## src/rtl/duck_pkg.sv

```systemverilog
// Shared types, screen geometry and the LFSR step function for the duck flight logic.
package duck_pkg;

    typedef enum logic [1:0] {
        IDLE    = 2'd0,
        FLYING  = 2'd1,
        HIT     = 2'd2,
        FALLING = 2'd3
    } flight_state_t;

    localparam int DUCK_W        = 96;
    localparam int DUCK_H        = 60;
    localparam int SCREEN_W      = 1024;
    localparam int SCREEN_H      = 768;
    localparam int CYCLES_PER_MS = 65_000;

    // Right-shifting Galois form of x^16 + x^14 + x^13 + x^11 + 1.
    localparam logic [15:0] LFSR_TAPS = 16'hB400;

    function automatic logic [15:0] lfsr_next(input logic [15:0] s);
        return {1'b0, s[15:1]} ^ (s[0] ? LFSR_TAPS : 16'h0000);
    endfunction

endpackage

```

## src/rtl/duck_lfsr16.sv

```systemverilog
// Free-running 16-bit Galois LFSR; advances every clock from its seed.
import duck_pkg::*;

module duck_lfsr16 #(
    parameter logic [15:0] SEED = 16'hACE1
) (
    input  logic        clk,
    input  logic        rst_n,
    output logic [15:0] lfsr
);

    logic [15:0] lfsr_q;
    logic [15:0] lfsr_d;

    always_comb begin
        lfsr_d = lfsr_next(lfsr_q);
    end

    always_ff @(posedge clk or negedge rst_n) begin
        if (!rst_n) begin
            lfsr_q <= SEED;
        end else begin
            lfsr_q <= lfsr_d;
        end
    end

    assign lfsr = lfsr_q;

endmodule

```

## src/rtl/duck_flight_ctrl.sv

```systemverilog
// Duck position/animation sequencer: fly, hover after a hit, fall, then wait for the next launch.
import duck_pkg::*;

module duck_flight_ctrl #(
    parameter int          TICK_CYCLES = 650_000,
    parameter int          X_MAX       = 928,
    parameter int          GROUND_Y    = 576,
    parameter int          SPEED       = 4,
    parameter int          FALL_SPEED  = 8,
    parameter int          HOVER_TICKS = 50,
    parameter int          TURN_TICKS  = 64,
    parameter int          ANIM_TICKS  = 8,
    parameter bit          RANDOM_EN   = 1'b1,
    parameter logic [15:0] LFSR_SEED   = 16'hACE1
) (
    input  logic          clk,
    input  logic          rst_n,
    input  logic          game_enable,
    input  logic          hunt_start,
    input  logic          duck_killed,
    output logic [11:0]   duck_xpos,
    output logic [11:0]   duck_ypos,
    output logic          duck_dir_left,
    output logic          duck_wing_frame,
    output logic          duck_hit,
    output logic          duck_falling,
    output logic          duck_visible,
    output flight_state_t dbg_state
);

    localparam int             TW          = (TICK_CYCLES > 1) ? $clog2(TICK_CYCLES) : 1;
    localparam logic [TW-1:0]  TICK_LAST   = TW'(TICK_CYCLES - 1);
    localparam logic [7:0]     HOVER_LAST  = 8'(HOVER_TICKS - 1);
    localparam logic [7:0]     TURN_LAST   = 8'(TURN_TICKS - 1);
    localparam logic [7:0]     ANIM_LAST   = 8'(ANIM_TICKS - 1);
    localparam logic [11:0]    X_MAX_C     = 12'(X_MAX);
    localparam logic [11:0]    GROUND_C    = 12'(GROUND_Y);
    localparam logic [11:0]    SPEED_C     = 12'(SPEED);
    localparam logic [11:0]    FALL_C      = 12'(FALL_SPEED);
    localparam logic [11:0]    X_CENTER    = 12'd464;

    flight_state_t state_q, state_d;
    logic [TW-1:0] tick_cnt_q, tick_cnt_d;
    logic [7:0]    turn_cnt_q, turn_cnt_d;
    logic [7:0]    anim_cnt_q, anim_cnt_d;
    logic [7:0]    hover_cnt_q, hover_cnt_d;
    logic [11:0]   x_q, x_d;
    logic [11:0]   y_q, y_d;
    logic          dir_left_q, dir_left_d;
    logic          dir_up_q, dir_up_d;
    logic          wing_q, wing_d;
    logic          hunt_prev_q, hunt_prev_d;
    logic          hit_q, hit_d;
    logic          falling_q, falling_d;
    logic          visible_q, visible_d;

    logic          tick;
    logic [11:0]   raw_x;
    logic [11:0]   spawn_x;
    logic [15:0]   lfsr;
    logic          lfsr_unused;

    duck_lfsr16 #(.SEED(LFSR_SEED)) u_lfsr (
        .clk   (clk),
        .rst_n (rst_n),
        .lfsr  (lfsr)
    );

    assign lfsr_unused = ^lfsr[15:11];
    assign tick        = (tick_cnt_q == TICK_LAST);

    // Spawn column folds values past the right edge back by half the 10-bit range.
    always_comb begin
        raw_x   = {2'b00, lfsr[9:0]};
        spawn_x = (raw_x > X_MAX_C) ? (raw_x - 12'd512) : raw_x;
    end

    always_comb begin
        state_d     = state_q;
        tick_cnt_d  = tick ? '0 : tick_cnt_q + 1'b1;
        turn_cnt_d  = turn_cnt_q;
        anim_cnt_d  = anim_cnt_q;
        hover_cnt_d = hover_cnt_q;
        x_d         = x_q;
        y_d         = y_q;
        dir_left_d  = dir_left_q;
        dir_up_d    = dir_up_q;
        wing_d      = wing_q;
        hunt_prev_d = hunt_start;

        if (!game_enable) begin
            state_d = IDLE;
        end else begin
            case (state_q)
                IDLE: begin
                    if (hunt_start && !hunt_prev_q) begin
                        state_d  = FLYING;
                        y_d      = GROUND_C;
                        dir_up_d = 1'b1;
                        if (RANDOM_EN) begin
                            x_d        = spawn_x;
                            dir_left_d = lfsr[10];
                        end else begin
                            x_d        = X_CENTER;
                            dir_left_d = 1'b0;
                        end
                    end
                end
                FLYING: begin
                    if (duck_killed) begin
                        state_d = HIT;
                    end else if (tick && hunt_start) begin
                        if (!dir_left_q) begin
                            if (x_q + SPEED_C >= X_MAX_C) begin
                                x_d        = X_MAX_C;
                                dir_left_d = 1'b1;
                            end else begin
                                x_d = x_q + SPEED_C;
                            end
                        end else if (x_q <= SPEED_C) begin
                            x_d        = '0;
                            dir_left_d = 1'b0;
                        end else begin
                            x_d = x_q - SPEED_C;
                        end

                        if (dir_up_q) begin
                            if (y_q <= SPEED_C) begin
                                y_d      = '0;
                                dir_up_d = 1'b0;
                            end else begin
                                y_d = y_q - SPEED_C;
                            end
                        end else if (y_q + SPEED_C >= GROUND_C) begin
                            y_d      = GROUND_C;
                            dir_up_d = 1'b1;
                        end else begin
                            y_d = y_q + SPEED_C;
                        end

                        if (anim_cnt_q == ANIM_LAST) begin
                            anim_cnt_d = '0;
                            wing_d     = ~wing_q;
                        end else begin
                            anim_cnt_d = anim_cnt_q + 8'd1;
                        end

                        // Random turn is applied on top of any bounce decided this tick.
                        if (turn_cnt_q == TURN_LAST) begin
                            turn_cnt_d = '0;
                            if (RANDOM_EN) begin
                                dir_up_d = dir_up_d ^ lfsr[0];
                            end
                        end else begin
                            turn_cnt_d = turn_cnt_q + 8'd1;
                        end
                    end
                end
                HIT: begin
                    if (tick) begin
                        if (hover_cnt_q == HOVER_LAST) begin
                            state_d = FALLING;
                        end else begin
                            hover_cnt_d = hover_cnt_q + 8'd1;
                        end
                    end
                end
                FALLING: begin
                    if (tick) begin
                        if (y_q + FALL_C >= GROUND_C) begin
                            y_d     = GROUND_C;
                            state_d = IDLE;
                        end else begin
                            y_d = y_q + FALL_C;
                        end
                    end
                end
                default: state_d = IDLE;
            endcase
        end

        if (state_d != state_q) begin
            turn_cnt_d  = '0;
            anim_cnt_d  = '0;
            hover_cnt_d = '0;
        end

        hit_d     = (state_d == HIT);
        falling_d = (state_d == FALLING);
        visible_d = (state_d != IDLE);
    end

    always_ff @(posedge clk or negedge rst_n) begin
        if (!rst_n) begin
            state_q     <= IDLE;
            tick_cnt_q  <= '0;
            turn_cnt_q  <= '0;
            anim_cnt_q  <= '0;
            hover_cnt_q <= '0;
            x_q         <= X_CENTER;
            y_q         <= GROUND_C;
            dir_left_q  <= 1'b0;
            dir_up_q    <= 1'b1;
            wing_q      <= 1'b0;
            hunt_prev_q <= 1'b0;
            hit_q       <= 1'b0;
            falling_q   <= 1'b0;
            visible_q   <= 1'b0;
        end else begin
            state_q     <= state_d;
            tick_cnt_q  <= tick_cnt_d;
            turn_cnt_q  <= turn_cnt_d;
            anim_cnt_q  <= anim_cnt_d;
            hover_cnt_q <= hover_cnt_d;
            x_q         <= x_d;
            y_q         <= y_d;
            dir_left_q  <= dir_left_d;
            dir_up_q    <= dir_up_d;
            wing_q      <= wing_d;
            hunt_prev_q <= hunt_prev_d;
            hit_q       <= hit_d;
            falling_q   <= falling_d;
            visible_q   <= visible_d;
        end
    end

    assign duck_xpos       = x_q;
    assign duck_ypos       = y_q;
    assign duck_dir_left   = dir_left_q;
    assign duck_wing_frame = wing_q;
    assign duck_hit        = hit_q;
    assign duck_falling    = falling_q;
    assign duck_visible    = visible_q;
    assign dbg_state       = state_q;

endmodule

```

## config.mk

```make
export PLATFORM = sky130hd
export DESIGN_NAME = duck_flight_ctrl
export DESIGN_NICKNAME = d
export VERILOG_FILES = /design/src/rtl/duck_pkg.sv /design/src/rtl/duck_lfsr16.sv /design/src/rtl/duck_flight_ctrl.sv
export SDC_FILE = /design/constraint.sdc
export NUM_CORES = 1
export LEC_CHECK = 0
export CORE_MARGIN = 4
export CORE_UTILIZATION = 30
export CTS_BUF_LIST = sky130_fd_sc_hd__clkbuf_8
export DETAILED_ROUTE_END_ITERATION = 10
export MAX_ROUTING_LAYER = met4
export PLACE_DENSITY = 0.54
export SLEW_MARGIN = 10
export SYNTH_ARGS = -nofsm -noshare
export SYNTH_HDL_FRONTEND = slang
export SYNTH_SLANG_ARGS = --single-unit
```

## constraint.sdc

```tcl
create_clock -name clk -period 2.7 [get_ports clk]
set_clock_uncertainty 0.15 [all_clocks]
set_input_delay 0.54 -clock clk [delete_from_list [all_inputs] [get_ports clk]]
set_output_delay 0.54 -clock clk [all_outputs]
set_load 0.05 [all_outputs]
```

==> summary.txt, run 1 <==
Placed design
  – Placed insts: 920
  – Placed cell area: between 6000 and 7000 sq um
  – Port bufs: 33
  – RePlAce Congestion: ~0.9
  – Hpwl dp: ~11000 microns

Final layout
  – Multi-input gate area: between 3000 and 4000 sq um
  – Share of layout cells above drive strength 1: 19.8%
  – Inserted Diodes: 0
  – Nets: 728
  – Register area: between 2000 and 2500 sq um
  – Layout area overhead: 23.8%
  – Util after Layout: 38.0%
  – Non-Filler Instances: about 940
  – Design area: 6880 sq um
  – # fillers: 1786

CTS
  – TritonCTS buffer count: 9
  – # clock sinks: 91
  – CTS tree: built
  – Clk root buf: clkbuf_8
  – H-tree levels: 3
  – Worst-path clk slew: about 100 ps
  – Worst-skew pair later-pin latency: 390 ps
  – Clk buf depth: 2

Yosys
  – Async set-reset flop share out of synthesis: 100%
  – Main synth FF type: dfrtp_1
  – Post-synthesis sequential area ratio: 41.3%
  – Synth unique cells: 73
  – Yosys reg bits: 91
  – Mapped Area: 5560 sq um
  – Yosys warns: 0
  – Syn Area/Cell: approximately 9 sq um
  – EDFF count, synth: 0
  – Cell count after synthesis: 627

Timing
  – Hold WS: ~5 ps
  – Final Slew Violations: 0
  – Max Clock Freq: 361 MHz
  – # setup viols final: 4
  – Final hold violations: 0
  – Slew HR: 59.2%
  – Period utilization: 102%
  – RSZ-0062 raised after global routing: yes
  – Period minus WS final: 2770 ps
  – Worst-Margin Slew: 607 ps
  – PnR worst setup slack: -66.7 ps

Floorplan
  – Core area: 18100 sq um
  – Initial Util: between 30% and 40%
  – Chip width: 144 microns
  – IO Count: 36
  – Die Height: 144 microns
  – Site Rows: 49
  – Die area: roughly 21000 sq um

Flow run
  – Max-cap violation count: 0

Drt
  – Drt total wl: 15400 microns
  – Vias: 5092
  – Initial DRC Count: 459
  – Average wire per standard cell: 16.3 microns
  – Post-route ant nets: 0
  – Remaining DRCs: 0
  – TritonRoute pass-1 iters: 5
  – Vias per inst: 5.41

Global route
  – Gr ovfl total: 0
  – Number of global-route vias before repair: a little over 5000
  – First-pass GRT wire length: 25800 microns
  – Initial antenna violation count: 0
  – Largest net degree at the start of global routing: 52
  – Tot GR Track Use: 15.9%

Setup path
  – Reg-to-reg startpoint: tick_cnt_q[10]$_DFF_PN0_
  – Worst-path fanout max: 5
  – Crit path launch type: register
  – CP arrival: about 3000 ps
  – Required time of the critical path: 2860 ps
  – Worst reg2reg setup slack: -70 ps
  – Crit Path Class: register to register
  – Worst Setup End Kind: register
  – R2R Path End: dir_up_q$_DFFE_PN1P_
  – Reg2Reg Depth: 6

Hold path
  – Worst hold path class: input port to asynchronous set/reset pin

Power and ir drop
  – Worst IR Drop VDD: 234 uV
  – Pleak: 2.94 nW
  – Total power: 0.00365 W
  – Power Density: 530 nW/um^2

Status
  – Failing checks: negative setup slack
  – Status: complete, but fails checks
synthesized netlist by cell type, drive strengths merged, types with 6 or more instances:
cell     n  area share [%]
dfrtp   76              34
nor2    70             4.7
nand2   48             3.2
clkbuf  32             2.2
nand3   29             2.6
a21oi   28             2.5
o21ai   28             2.5
xor2    27             4.3
nor3    22             2.0
nand4   20             2.3
inv     19             1.3
xnor2   16             2.5
dfstp   15             7.1
ha      15             3.4
and3    13             1.5
a31oi   11             1.2
nor4    11             1.2
nand2b   9             1.0
or2      8            0.90
mux2i    7             1.3
nor3b    7            0.95
o31ai    7            0.95
a22oi    6            0.81
and2     6            0.68
or4      6            0.95
kinds of logic (layout without fill, tap and decap cells):
kind of cell	after synthesis	after routing	synth area share (%)
xor gates and xnor gates	43	43	6.78
DFF	91	91	41.3
and+or+nand+nor	274	274	25.7
other	1	2	0.0675
AOI/OAI and AO/OA	138	138	16.9
buffers and inverters	55	140	3.99
adders and majority gates	15	15	3.38
muxes	10	10	1.87
flip-flops by register name (all words and copies together) (netlist names):
signal and cells:
duck_ypos 10, duck_wing_frame 1, anim_cnt_q 8, hunt_prev_q 1, duck_visible 1, turn_cnt_q 8, duck_falling 1, u_lfsr.lfsr 16
duck_dir_left 1, hover_cnt_q 8, duck_hit 1, tick_cnt_q 20, dbg_state 2, dir_up_q 1, duck_xpos 12
area by class of cell:
cell class / count / share of cell area [%]
Clock buffer: 10 / 2.00
Sequential cell: 91 / 33.5
Clock inverter: 6 / 0.436
Timing Repair Buffer: 105 / 13.0
Tap cell: 229 / 4.16
Multi-Input combinational cell: 482 / 45.8
Inverter: 19 / 1.04
cell usage in the layout, fill, tap and decap left out, types with 5 or more instances in the layout:
cell type,n
dfrtp_1,71
nor2_1,69
buf_4,69
nand2_1,47
clkdlybuf4s50_1,31
nand3_1,29
a21oi_1,27
xor2_1,27
o21ai_0,25
inv_1,23
nor3_1,20
nand4_1,20
xnor2_1,16
ha_1,15
dfstp_2,14
and3_1,13
a31oi_1,11
nor4_1,10
clkbuf_8,10
nand2b_1,9
or2_2,8
mux2i_1,7
and2_1,6
a22oi_1,6
or3_1,5
nor3b_1,5
nor2b_1,5
a41oi_1,5
dfrtp_2,5
how the worst max path moves through the flow:
| stage | start | to | depth (start not counted) |
|---|---|---|---|
| 2_1_floorplan | tick_cnt_q[10]$_DFF_PN0_ | turn_cnt_q[5]$_DFFE_PN0P_ | 6 |
| 3_3_place_gp | hunt_start | dir_up_q$_DFFE_PN1P_ | 7 |
| 3_5_place_dp | hunt_start | dir_up_q$_DFFE_PN1P_ | 7 |
| 4_1_cts | tick_cnt_q[10]$_DFF_PN0_ | dir_up_q$_DFFE_PN1P_ | 6 |
| 5_1_grt | tick_cnt_q[10]$_DFF_PN0_ | dir_up_q$_DFFE_PN1P_ | 6 |
| 6_report | tick_cnt_q[10]$_DFF_PN0_ | dir_up_q$_DFFE_PN1P_ | 6 |
metrics by stage:
stage          TNS, ps  setup WS, ps
2_1_floorplan     -182         -99.3
4_1_cts           -153         -68.1
6_report          -150         -66.7
5_1_grt          -1030          -135
3_5_place_dp     -1780          -173
3_3_place_gp      -831          -146
metal layers:
layer | up-vias | track usage [%] | part of all wire [%]
li1 | 2454 | - | -
met1 | 2464 | 21.3 | 48
met2 | 150 | 23.7 | 45
met3 | 24 | 3.11 | 5.0
met4 | 0 | 6.44 | 1.9
met5 | - | - | 0
worst max-delay path, stage by stage (launching register included):
cell and delay [ps]:
dfrtp_1 390, or4_1 530, or4_4 530, or4_4 460
or3_1 380, o221ai_1 170, nor3_1 70
where the power goes:
| part | total, W | switching [W] | internal (W) |
|---|---|---|---|
| sequential | 0.00155 | 0.000100 | 0.00145 |
| combinational | 0.00125 | 0.000795 | 0.000459 |
| clock | 0.000845 | 0.000498 | 0.000347 |
what timing repair did:
item,4_1_cts,5_1_grt
endpoints found under the setup margin,9,38
hold buffers,0,0
pin swaps,2,2
resized for setup,6,13
cloned,0,1
setup buffers,2,4
(Power assumes the default switching activity.)
==> inputs of run 2 (changes only) <==
--- a/config.mk
+++ b/config.mk
@@ -6,11 +6,11 @@
 export NUM_CORES = 1
 export LEC_CHECK = 0
 export CORE_MARGIN = 4
-export CORE_UTILIZATION = 30
+export CORE_UTILIZATION = 50
 export CTS_BUF_LIST = sky130_fd_sc_hd__clkbuf_8
 export DETAILED_ROUTE_END_ITERATION = 10
 export MAX_ROUTING_LAYER = met4
-export PLACE_DENSITY = 0.54
+export PLACE_DENSITY_LB_ADDON = 0.15
 export SLEW_MARGIN = 10
 export SYNTH_ARGS = -nofsm -noshare
 export SYNTH_HDL_FRONTEND = slang
==> summary.txt, run 2 (synthesis gave the netlist of run 1 again) <==
Final layout
  – Nets: 727
  – Largest register FFs: 20
  – Layout area overhead: 22.9%
  – Commonest non-fill, non-tap cells in the layout: dfrtp_1 (71), buf_4 (70), nor2_1 (69)
  – Util after Layout: roughly 63%
  – Inserted Diodes: 0
  – Most common cell after layout, fill and taps aside: dfrtp_1
  – Share of layout cells above drive strength 1: 21.1%
  – Most flop-heavy register: tick_cnt_q

Timing
  – # setup viols final: 3
  – Worst-Margin Slew: about 630 ps
  – Period utilization: 102%
  – Max Clock Freq: 362 MHz
  – Period minus WS final: 2760 ps
  – RSZ-0062 raised after global routing: yes
  – Final Slew Violations: 0
  – Slew HR: about three fifths
  – Final hold violations: 0
  – PnR worst setup slack: -61.4 ps
  – Final TNS setup: -132 ps

Power and ir drop
  – Clock share of power: 25.5%
  – Power Density: 551 nW/um^2
  – Total power: 0.00376 W
  – Worst IR Drop VDD: about 280 uV
  – Switching Power: 0.00139 W
  – Pleak: 2.95 nW
  – Switching Share: between 30% and 40%
  – Gate power share: 33.6%
  – Reg power frac: 40.9%
  – Internal power: 0.00237 W

Setup path
  – Crit path launch type: register
  – Reg2Reg Depth: 6
  – R2R Path End: dir_up_q$_DFFE_PN1P_
  – Required time of the critical path: about 2800 ps
  – Reg-to-reg startpoint: tick_cnt_q[10]$_DFF_PN0_
  – Worst reg2reg setup slack: -60 ps
  – CP arrival: 2900 ps
  – Crit Path Class: register to register
  – Worst Setup End Kind: register
  – Worst-path fanout max: 5

Drt
  – TritonRoute pass-1 iters: 5
  – Average wire per standard cell: 16.9 microns
  – Vias: approximately 5000
  – Post-route ant nets: 0
  – Highest routed layer: met4
  – Initial DRC Count: 336
  – Remaining DRCs: 0
  – Vias per inst: 5.98
  – Length of routed met3 wiring: 663 microns
  – Drt total wl: 14400 microns
  – Met2 wire length: 6860 microns
  – Met1 wire length: 6680 microns

Global route
  – Initial antenna violation count: 0
  – Gr ovfl total: 0
  – Largest net degree at the start of global routing: 47
  – Tot GR Track Use: 24.1%
  – First-pass GRT wire length: approximately 25000 microns
  – Number of global-route vias before repair: 4998

CTS
  – # clock sinks: approximately 90
  – H-tree levels: 3
  – Clk root buf: clkbuf_8
  – Worst-path clk slew: 90 ps
  – TritonCTS buffer count: 9
  – Worst-skew pair later-pin latency: 360 ps
  – CTS tree: built
  – Clk buf depth: 2

Floorplan
  – IO Count: 36
  – Site Rows: 38
  – Chip width: 113 microns
  – Die area: roughly 13000 sq um
  – Initial Util: 51.3%
  – Core area: 10800 sq um
  – Die Height: 113 microns

Flow run
  – Max-cap violation count: 0

Placed design
  – RePlAce Congestion: 0.920
  – Hpwl dp: 10500 microns
  – Port bufs: 33

Status
  – Failing checks: negative setup slack
  – Status: complete, but fails checks

Hold path
  – Worst hold path class: input port to asynchronous set/reset pin
-- run 2: cell types whose count changed in the layout (fill, tap and decap cells not counted), moves of 2 or more --
| cell | before | now |
|---|---|---|
| inv_1 | 23 | 20 |
| ha_1 | 15 | 13 |
| ha_2 | 0 | 2 |
| nor3_1 | 20 | 18 |
| o21ai_0 | 25 | 27 |
| o21ai_1 | 3 | 1 |
-- run 2: worst max-delay path: stages, from the launching register on --
cell and delay [ps]:
dfrtp_1 380, or4_1 520, or4_4 530, or4_4 470
or3_4 410, o221ai_2 190, nor3_2 50
-- run 2: power groups by stage --
stage | clock network (W) | registers [W] | logic, W
floorplan | 0 | 0.00178 | 0.000561
global placement | 0 | 0.00156 | 0.00124
detailed placement | 0 | 0.00156 | 0.00125
CTS | 0.000979 | 0.00154 | 0.00126
global route | 0.00105 | 0.00155 | 0.00137
finish | 0.000960 | 0.00154 | 0.00126
-- run 2: worst max path at each step --
| stage | endpoint | startpoint | cells past startpoint | slack, ps |
|---|---|---|---|---|
| 3_3_place_gp | dir_up_q$_DFFE_PN1P_ | hunt_start | 7 | -120 |
| 3_5_place_dp | dir_up_q$_DFFE_PN1P_ | hunt_start | 7 | -170 |
| 5_1_grt | dir_up_q$_DFFE_PN1P_ | tick_cnt_q[10]$_DFF_PN0_ | 6 | -160 |
| 2_1_floorplan | turn_cnt_q[5]$_DFFE_PN0P_ | tick_cnt_q[10]$_DFF_PN0_ | 6 | -100 |
| 6_report | dir_up_q$_DFFE_PN1P_ | tick_cnt_q[10]$_DFF_PN0_ | 6 | -60 |
| 4_1_cts | dir_up_q$_DFFE_PN1P_ | tick_cnt_q[10]$_DFF_PN0_ | 6 | -70 |
-- run 2: cell type report --
type,count,area (sq um)
Tap cell,140,175
Multi-Input combinational cell,482,3190
Clock buffer,10,138
Timing Repair Buffer,104,886
Clock inverter,6,66.3
Inverter,19,71.3
Sequential cell,91,2310
Fill cell,922,4010
-- run 2: repair_timing --
action,CTS,global route
buffers inserted,3,3
resized for setup,6,14
endpoints found under the setup margin,12,24
cloned,0,0
hold buffers,0,0
pin swaps,1,4
-- run 2: stage by stage --
| stage | setup WS, ps | cell area (sq um) | cells | hold WS (ps) |
|---|---|---|---|---|
| 5_1_grt | -156 | 6830 | 852 | 150 |
| 6_report | -61.4 | 6830 | 852 | 109 |
| 3_5_place_dp | -174 | 6490 | 831 | 193 |
| 4_1_cts | -67.5 | 6750 | 850 | 125 |
| 2_1_floorplan | -99.3 | 5620 | 628 | 94.4 |
| 3_3_place_gp | -117 | 6490 | 831 | 195 |
-- run 2: layer usage --
metal  vias to the layer above  track usage (%)
met5                         -                -
met4                         0             7.53
met1                      2469             33.1
li1                       2448                -
met2                       144             37.7
met3                        33             2.81
==> inputs of run 3 (changes only) <==
--- a/config.mk
+++ b/config.mk
@@ -9,6 +9,7 @@
 export CORE_UTILIZATION = 50
 export CTS_BUF_LIST = sky130_fd_sc_hd__clkbuf_8
 export DETAILED_ROUTE_END_ITERATION = 10
+export GPL_ROUTABILITY_DRIVEN = 1
 export MAX_ROUTING_LAYER = met4
 export PLACE_DENSITY_LB_ADDON = 0.15
 export SLEW_MARGIN = 10
==> results of run 3 <==
The final DEF is identical to that of run 2; final timing and power are the same.
